[src/rtl/lane_scheduler.sv]
// Game-level sequencer for the car/log lanes: per-lane step pulses at level-dependent
// rates, the play/freeze/level-up/game-over FSM, lives and level bookkeeping.
module lane_scheduler #(
  parameter int NUM_LANES    = 8,
  parameter int PRESCALE_W   = 9,
  parameter int BASE_PERIOD  = 8,
  parameter int LANE_SKEW    = 1,
  parameter int LEVEL_STEP   = 1,
  parameter int MIN_PERIOD   = 2,
  parameter int MAX_LEVEL    = 7,
  parameter int LIVES        = 3,
  parameter int FREEZE_TICKS = 16
) (
  input  logic                 clk,
  input  logic                 reset,
  input  logic                 start,
  input  logic                 hit,
  input  logic                 frog_home,
  output logic [NUM_LANES-1:0] step,
  output logic                 lane_reset,
  output logic                 playing,
  output logic                 game_over,
  output logic [2:0]           level,
  output logic [1:0]           lives_left
);

  localparam int MAXP  = BASE_PERIOD + (NUM_LANES - 1) * LANE_SKEW;
  localparam int TOPP  = (MAXP > MIN_PERIOD) ? MAXP : MIN_PERIOD;
  localparam int CNT_W = (TOPP > 1) ? $clog2(TOPP) : 1;
  localparam int FRZ_W = (FREEZE_TICKS > 1) ? $clog2(FREEZE_TICKS) : 1;

  typedef enum logic [2:0] {
    ST_IDLE   = 3'd0,
    ST_RUN    = 3'd1,
    ST_FREEZE = 3'd2,
    ST_LVLUP  = 3'd3,
    ST_OVER   = 3'd4
  } state_t;

  state_t                          state_q, state_d;
  logic [PRESCALE_W-1:0]           presc_q, presc_d;
  logic [NUM_LANES-1:0][CNT_W-1:0] cnt_q, cnt_d;
  logic [FRZ_W-1:0]                frz_q, frz_d;
  logic [NUM_LANES-1:0]            step_q, step_d;
  logic                            lane_reset_q, lane_reset_d;
  logic                            playing_q, playing_d;
  logic                            game_over_q, game_over_d;
  logic [2:0]                      level_q, level_d;
  logic [1:0]                      lives_q, lives_d;
  logic                            tick_s;

  // Last count value of lane i at the given level; evaluated signed so the floor holds.
  function automatic logic [CNT_W-1:0] lane_last(input int lane, input logic [2:0] lvl);
    int p;
    p = BASE_PERIOD + lane * LANE_SKEW - int'(lvl) * LEVEL_STEP;
    if (p < MIN_PERIOD) begin
      p = MIN_PERIOD;
    end else begin
      p = p;
    end
    return CNT_W'(p - 1);
  endfunction

  assign tick_s = ((state_q == ST_RUN) || (state_q == ST_FREEZE)) && (presc_q == '1);

  // State and datapath registers.
  always_ff @(posedge clk or negedge reset) begin
    if (!reset) begin
      state_q      <= ST_IDLE;
      presc_q      <= '0;
      cnt_q        <= '0;
      frz_q        <= '0;
      step_q       <= '0;
      lane_reset_q <= 1'b0;
      playing_q    <= 1'b0;
      game_over_q  <= 1'b0;
      level_q      <= 3'd0;
      lives_q      <= 2'(LIVES);
    end else begin
      state_q      <= state_d;
      presc_q      <= presc_d;
      cnt_q        <= cnt_d;
      frz_q        <= frz_d;
      step_q       <= step_d;
      lane_reset_q <= lane_reset_d;
      playing_q    <= playing_d;
      game_over_q  <= game_over_d;
      level_q      <= level_d;
      lives_q      <= lives_d;
    end
  end

  // Next state, freeze tick count, level and lives.
  always_comb begin
    state_d = state_q;
    frz_d   = '0;
    level_d = level_q;
    lives_d = lives_q;
    case (state_q)
      ST_IDLE: begin
        if (start) begin
          state_d = ST_RUN;
          lives_d = 2'(LIVES);
          level_d = 3'd0;
        end else begin
          state_d = ST_IDLE;
        end
      end
      ST_RUN: begin
        if (hit) begin
          state_d = ST_FREEZE;
          lives_d = (lives_q == 2'd0) ? 2'd0 : lives_q - 2'd1;
        end else if (frog_home) begin
          state_d = ST_LVLUP;
        end else begin
          state_d = ST_RUN;
        end
      end
      ST_FREEZE: begin
        if (tick_s && (frz_q == FRZ_W'(FREEZE_TICKS - 1))) begin
          state_d = (lives_q == 2'd0) ? ST_OVER : ST_RUN;
        end else if (tick_s) begin
          frz_d = frz_q + 1'b1;
        end else begin
          frz_d = frz_q;
        end
      end
      ST_LVLUP: begin
        level_d = (level_q == 3'(MAX_LEVEL)) ? level_q : level_q + 3'd1;
        state_d = ST_RUN;
      end
      ST_OVER: begin
        if (start) begin
          state_d = ST_IDLE;
        end else begin
          state_d = ST_OVER;
        end
      end
      default: begin
        state_d = ST_IDLE;
      end
    endcase
  end

  // Outputs, prescaler and lane counters; every entry into RUN is a lane_reset.
  always_comb begin
    lane_reset_d = (state_d == ST_RUN) && (state_q != ST_RUN);
    playing_d    = (state_d == ST_RUN);
    game_over_d  = (state_d == ST_OVER);
    if (lane_reset_d) begin
      presc_d = '0;
    end else if ((state_q == ST_RUN) || (state_q == ST_FREEZE)) begin
      presc_d = presc_q + 1'b1;
    end else begin
      presc_d = presc_q;
    end
    cnt_d  = cnt_q;
    step_d = '0;
    for (int i = 0; i < NUM_LANES; i++) begin
      if (lane_reset_d) begin
        cnt_d[i] = '0;
      end else if ((state_q == ST_RUN) && tick_s) begin
        if (cnt_q[i] == lane_last(i, level_q)) begin
          cnt_d[i]  = '0;
          step_d[i] = (state_d == ST_RUN);
        end else begin
          cnt_d[i] = cnt_q[i] + 1'b1;
        end
      end else begin
        cnt_d[i] = cnt_q[i];
      end
    end
  end

  assign step       = step_q;
  assign lane_reset = lane_reset_q;
  assign playing    = playing_q;
  assign game_over  = game_over_q;
  assign level      = level_q;
  assign lives_left = lives_q;

endmodule

[config.mk]
export PLATFORM = sky130hd
export DESIGN_NAME = lane_scheduler
export DESIGN_NICKNAME = d
export VERILOG_FILES = /design/src/rtl/lane_scheduler.sv
export SDC_FILE = /design/constraint.sdc
export NUM_CORES = 1
export LEC_CHECK = 0
export CORE_MARGIN = 1.5
export CORE_UTILIZATION = 40
export DETAILED_ROUTE_END_ITERATION = 10
export HOLD_SLACK_MARGIN = 0.06
export SLEW_MARGIN = 20
export SYNTH_ARGS = -nofsm -noshare
export SYNTH_HDL_FRONTEND = slang
export SYNTH_SLANG_ARGS = --single-unit
[constraint.sdc]
create_clock -name clk -period 3.6 [get_ports clk]
set_input_delay 0.72 -clock clk [delete_from_list [all_inputs] [get_ports clk]]
set_output_delay 0.72 -clock clk [all_outputs]
set_load 0.02 [all_outputs]
==> results of run 1 <==
-- logic make-up after synthesis --
group / count (synthesis) / synth area share, %
DFF: 64 / 39.4
and+or+nand+nor: 203 / 26.0
adders and majority gates: 25 / 7.69
buffers and inverters: 32 / 3.54
AOI/OAI and AO/OA: 81 / 13.2
xor gates and xnor gates: 42 / 9.23
muxes: 4 / 0.984
-- area by class of cell --
cell class                 count  area (um^2)  area share, %
timing repair buffer          30          270           5.92
clock inverter                 5         32.5          0.713
tap                          133          166           3.64
clock buffer                  11          141           3.10
sequential                    64         1600           35.1
inverter                       8         30.0          0.658
multi-input combinational    355         2320           50.8
-- stage by stage --
step / instance area (um^2) / util, % / total power, uW / hold WS, ps
6_report: 4570 / 46.5 / 3330 / 186
5_1_grt: 4570 / 46.5 / 3600 / 173
3_3_place_gp: 4390 / 44.7 / 2740 / 510
4_1_cts: 4570 / 46.5 / 3360 / 181
3_5_place_dp: 4390 / 44.7 / 2770 / 514
2_1_floorplan: 4070 / - / 2340 / 424
-- sequential cells by signal, summed over array words and instances, names as in the netlist --
signal	count
game_over	1
state_q	3
cnt_q	32
frz_q	4
lane_reset	1
presc_q	9
lives_left	2
step	8
playing	1
level	3
-- routing by layer --
metal	wire (um)	vias up
li1	-	1628
met1	4480	1623
met2	4640	56
met3	325	7
met4	87	0
met5	0	-
-- worst min-delay path by stage --
stage / from / endpoint / slack (ps) / depth (start not counted)
2_1_floorplan: reset / cnt_q[0] / 420 / 0
3_3_place_gp: presc_q[4] / presc_q[4] / 510 / 1
3_5_place_dp: lives_left[1] / lives_left[1] / 510 / 2
4_1_cts: reset / cnt_q[27] / 180 / 1
5_1_grt: reset / cnt_q[27] / 170 / 1
6_report: reset / cnt_q[27] / 190 / 1
-- Yosys cell counts, types with 3 or more instances --
cell | number | area [um^2]
xnor2_1 | 16 | 140
nor3_1 | 17 | 85.1
o21ai_0 | 23 | 115
buf_1 | 4 | 15.0
or3_1 | 6 | 37.5
ha_1 | 25 | 313
nand2b_1 | 8 | 50.1
nor4b_1 | 3 | 26.3
buf_2 | 7 | 35.0
inv_1 | 6 | 22.5
nor2_1 | 40 | 150
nand4b_1 | 4 | 35.0
nor2b_1 | 6 | 37.5
nor3b_1 | 7 | 52.6
nand3_1 | 31 | 155
or4_1 | 3 | 22.5
nand4_1 | 6 | 37.5
mux2i_1 | 4 | 40.0
xor2_1 | 25 | 219
dfrtp_1 | 62 | 1550
nand3b_1 | 7 | 52.6
nand2_1 | 46 | 173
a21oi_1 | 30 | 150
and3_1 | 8 | 50.1
clkbuf_1 | 11 | 41.3
-- report_power, final --
part | internal (uW) | switching [uW]
clock | 266 | 294
combinational | 704 | 1070
sequential | 842 | 150
==> metrics.md, run 1 <==
| Metric | Value |
|---|---|
| R2R setup slack | `640 ps` |
| Maxcap violations | `0` |
| Setup ws final | `638 ps` |
| P per Cell Area | `728 nW/um^2` |
| Fin Setup TNS | `0 ps` |
| Die X | `104 um` |
| Most frequent cells in the layout | `dfrtp_1 (62), nand2_1 (46), nor2_1 (40), nand3_1 (31), a21oi_1 (30)` |
| Transition time of the tightest slew-check pin | `835 ps` |
| Routed via count | `3314` |
| Crit path kind | `flop to flop` |
| Post-DP HPWL | `6560 um` |
| Core footprint | `9820 um^2` |
| Max_slew headroom | `43.6%` |
| Post-CTS Hold Buffers | `0` |
| Diodes inserted | `0` |
| Number of clock sinks | `64` |
| Site Rows | `36` |
| Final max-slew violation count | `0` |
| Post-synthesis register bit count | `64` |
| Clock H-tree levels | `3` |
| Share of cells above drive strength 1 | `7.82%` |
| Syn Inst Count | `451` |
| Met2 Track Usage GR | `31.6%` |
| Post-CTS sizing | `0` |
| CP startpoint | `level[1]` |
| EDFF count, synth | `0` |
| # setup viols final | `0` |
| P_leak | `0.00196 uW` |
| Final nets | `498` |
| Largest net degree at the start of global routing | `38` |
| Max Freq | `0.338 GHz` |
| Ports | `21` |
| Warnings, synthesis | `0` |
| Grt met1 use | `24.0%` |
| Max Root-Sink Buffers | `2` |
| Clock Tree Root | `clkbuf_8` |
| Run status | `finished, final reports clean` |
| Startpoint Class | `flop` |
| Drt initial violations | `131` |
| Most used DFF post-synth | `dfrtp_1` |
| RSZ-0062 raised after global routing | `no` |
| Area delta synth->final | `12.2%` |
| CTS tree | `built` |
| Critical Path RT | `3840 ps` |
| Ys async rst share | `100%` |
| Buffers added on ports | `20` |
| Initial antenna violation count | `0` |
| Worst R2R End | `cnt_q[27]` |
| Worst path cell trace | `ha_1 -> ha_1 -> nand2_1 -> xor2_1 -> a41oi_1 -> a211oi_1 -> o22ai_1 -> a211o_1` |
| CTS buffer count | `9` |
| Crit path DAT | `3200 ps` |
| Routability cong. | `0.788` |
| Reg2reg start | `level[1]` |
| Met3 Use GR | `4.20%` |
| Most frequent CP cell | `ha_1` |
| Global-route wire length before repair | `16200 um` |
| Final hold violation count | `0` |
| Die height | `104 um` |
| Initial core utilization | `41.4%` |
| Mean Syn Cell Area | `9.02 um^2` |
| Netlist cell types | `60` |
| Skew-Pair Late Insertion Delay | `350 ps` |
| Postcts setup bufs | `0` |
| HP Class | `input port to async pin` |
| Setup crit end kind | `flop` |
| Max incr delay on CP | `700 ps` |
| Global route total overflow | `0` |
| Vias in the first global route | `3293` |
| CP endpoint | `cnt_q[27]` |
| Clock transition at the registers of the reported paths | `80 ps` |
| DRT Pass-1 Iters | `5` |
| Tot GR Track Use | `18.6%` |
| Drt drc | `0` |
| Fill cells | `994` |
| Seq/Total Area, Yosys | `39.4%` |
| Final std cells w/o fill | `606` |
| CP max stage cell | `a211oi_1` |
| Worst-path fanout max | `9` |
| Final Cycle Share | `82.3%` |
| Vias per std cell | `5.47` |
| Antenna Nets Post-Route | `0` |
| Post-Route WL | `9530 um` |
| Stages on worst setup path | `8` |
| WL/cell | `15.7 um` |
| CP top delay family | `compound AO/OA/AOI/OAI gates` |
| Die area | `10800 um^2` |
| Crit path buf inv count | `0` |
| Worst Reg2Reg Path Length in Cells | `8` |
| Commonest non-fill, non-tap cell in the layout | `dfrtp_1` |
| Dpl cells | `590` |
| Dpl ws | `509 ps` |
| Mapped Nets | `481` |
| Peak VDD IR | `0.334 mV` |
| Clk_skew | `11.1 ps` |
| Post-Syn Area | `4070 um^2` |
| GR peak layer | `met2` |
| Fin crit period | `2960 ps` |
Power figures use the tool's default switching activity.
==> run 2: changes to the inputs <==
Clock period 3.6 ns to 2.9 ns, I/O delays scaled along.
==> run 2 against run 1 <==
Effect of this change: clock skew fell by 1.8 ps; critical endpoint is now step[0]; critical path type unchanged; worst setup slack got worse by 410 ps; routed wire length down 0.26%.
==> metrics.md, run 2 (synthesized netlist as in run 1, its figures left out) <==
| Metric | Value |
|---|---|
| Buffers added on ports | `20 (unchanged)` |
| Worst-path fanout max | `7 (-2)` |
| # setup viols final | `0 (unchanged)` |
| Clock transition at the registers of the reported paths | `80 ps (about the same)` |
| Final nets | `509 (+2.2%)` |
| Worst path cell trace | `inv_1 -> ha_1 -> xnor2_2 -> o21ai_0 -> xor2_1 -> or3_1 -> a2111oi_4 -> and2_1` |
| Initial core utilization | `41.4% (unchanged)` |
| Area delta synth->final | `16.1%` |
| Commonest non-fill, non-tap cell in the layout | `dfrtp_1` |
| Startpoint Class | `flop` |
| Tot GR Track Use | `19.1% (+0.51 points)` |
| CP top delay family | `simple AND/OR/NAND/NOR gates` |
| RSZ-0062 raised after global routing | `no` |
| Transition time of the tightest slew-check pin | `646 ps (-189 ps)` |
| Fin crit period | `2670 ps (-290 ps)` |
| Final std cells w/o fill | `617 (+1.8%)` |
| Ports | `21 (unchanged)` |
| Core footprint | `9820 um^2 (unchanged)` |
| WL/cell | `15.4 um (-2.0%)` |
| Crit path DAT | `2950 ps (-250 ps)` |
| Clk_skew | `9.34 ps (-1.80 ps)` |
| Maxcap violations | `0 (unchanged)` |
| Max incr delay on CP | `480 ps (-220 ps)` |
| R2R setup slack | `230 ps (-410 ps)` |
| Hold slack | `247 ps (+61.5 ps)` |
| Clock H-tree levels | `3 (unchanged)` |
| Final Cycle Share | `92.1% (+9.9 points)` |
| Final max-slew violation count | `0 (unchanged)` |
| Crit path buf inv count | `1 (+1)` |
| Crit path kind | `flop to flop` |
| CTS buffer count | `9 (unchanged)` |
| Initial antenna violation count | `0 (unchanged)` |
| Reg with most FFs | `cnt_q` |
| Fin Setup TNS | `0 ps (unchanged)` |
| Drt drc | `0 (unchanged)` |
| Drt initial violations | `197 (+50%)` |
| Dpl cells | `601 (+1.9%)` |
| Die height | `104 um (unchanged)` |
| Clock Tree Root | `clkbuf_8` |
| CTS tree | `built` |
| Final hold violation count | `0 (unchanged)` |
| CP startpoint | `level[1]` |
| Max reg flops | `32 (unchanged)` |
| P per Cell Area | `936 nW/um^2 (+28%)` |
| Routability cong. | `0.827 (+5.0%)` |
| Vias per std cell | `5.46 (about the same)` |
| Diodes inserted | `0 (unchanged)` |
| Max Root-Sink Buffers | `2 (unchanged)` |
| Setup crit end kind | `flop` |
| Vias in the first global route | `3318 (+0.76%)` |
| Global route total overflow | `0 (unchanged)` |
| Routed via count | `3371 (+1.7%)` |
| Die X | `104 um (unchanged)` |
| Most frequent cells in the layout | `dfrtp_1 (61), nand2_1 (46), nor2_1 (40), nand3_1 (31), a21oi_1 (30)` |
| Run status | `finished, final reports clean` |
| Reg2reg start | `level[1]` |
| Site Rows | `36 (unchanged)` |
| Antenna Nets Post-Route | `0 (unchanged)` |
| Max_slew headroom | `56.9% (+13 points)` |
| CP max stage cell | `dfrtp_1` |
| DRT Pass-1 Iters | `4 (-1)` |
| Post-DP HPWL | `6820 um (+3.9%)` |
| Largest net degree at the start of global routing | `40 (+5.3%)` |
| P_leak | `0.00205 uW (+4.7%)` |
| Max Freq | `0.374 GHz (+11%)` |
| Postcts setup bufs | `0 (unchanged)` |
| Share of cells above drive strength 1 | `10.5% (+2.7 points)` |
| Die area | `10800 um^2 (unchanged)` |
| Post-Route WL | `9500 um (-0.26%)` |
| HP Class | `input port to async pin` |
| Number of clock sinks | `64 (unchanged)` |
| Global-route wire length before repair | `16600 um (+2.4%)` |
| Skew-Pair Late Insertion Delay | `350 ps (about the same)` |
| Critical Path RT | `3180 ps (-660 ps)` |
| Peak VDD IR | `0.352 mV (+5.5%)` |
run 2: cell count changes in the layout (fill, tap and decap cells not counted), sizes merged:
cell | previous run | this run
buf | 11 | 22
bufinv | 0 | 2
clkinvlp | 3 | 1
clkbuf | 11 | 10
clkinv | 3 | 4
run 2: repair_timing:
action                                  CTS  global route
hold buffers                              0             0
endpoints found under the setup margin    0             7
resized for setup                         0             2
run 2: power breakdown:
| group | leakage [uW] | total (uW) | switching [uW] | internal, uW |
|---|---|---|---|---|
| sequential | 0.000852 | 1220 | 174 | 1050 |
| combinational | 0.00108 | 2330 | 1360 | 973 |
| clock | 0.000112 | 869 | 366 | 503 |
| total | 0.00205 | 4420 | 1900 | 2520 |
run 2: layout make-up:
cell class | count | area, um^2
repair buffers | 41 | 378
well taps | 133 | 166
flip-flops and latches | 64 | 1610
clock buffers | 10 | 138
clock inverters | 6 | 82.6
fillers | 975 | 5090
multi-input cells | 355 | 2330
inverters | 8 | 30.0
run 2: per-stage QoR:
step | setup slack (ps) | util, % | cell area [um^2] | total power [uW]
4_1_cts | 111 | 48.1 | 4720 | 4440
5_1_grt | 7.23 | 48.1 | 4730 | 4780
6_report | 228 | 48.1 | 4730 | 4420
2_1_floorplan | 5.53 | - | 4070 | 2910
3_3_place_gp | 171 | 45.8 | 4500 | 3510
3_5_place_dp | 117 | 45.8 | 4500 | 3550
run 2: metal layers:
metal / part of all wire, % / up-vias / global-route usage [%] / routed length, um
li1: - / 1658 / - / -
met1: 48 / 1641 / 25.8 / 4570
met2: 46 / 53 / 29.4 / 4420
met3: 3.0 / 19 / 3.51 / 283
met4: 2.4 / 0 / 9.52 / 228
met5: 0 / - / 0 / 0
run 2: path summary, 6_finish.rpt:
kind,cells past startpoint,to
setup reg to reg,8,step[0]
max in group asynchronous,2,lives_left[0]
hold reg to reg,1,presc_q[4]
setup / recovery,8,step[0]
hold / removal,1,step[2]
min in group clk,1,presc_q[4]
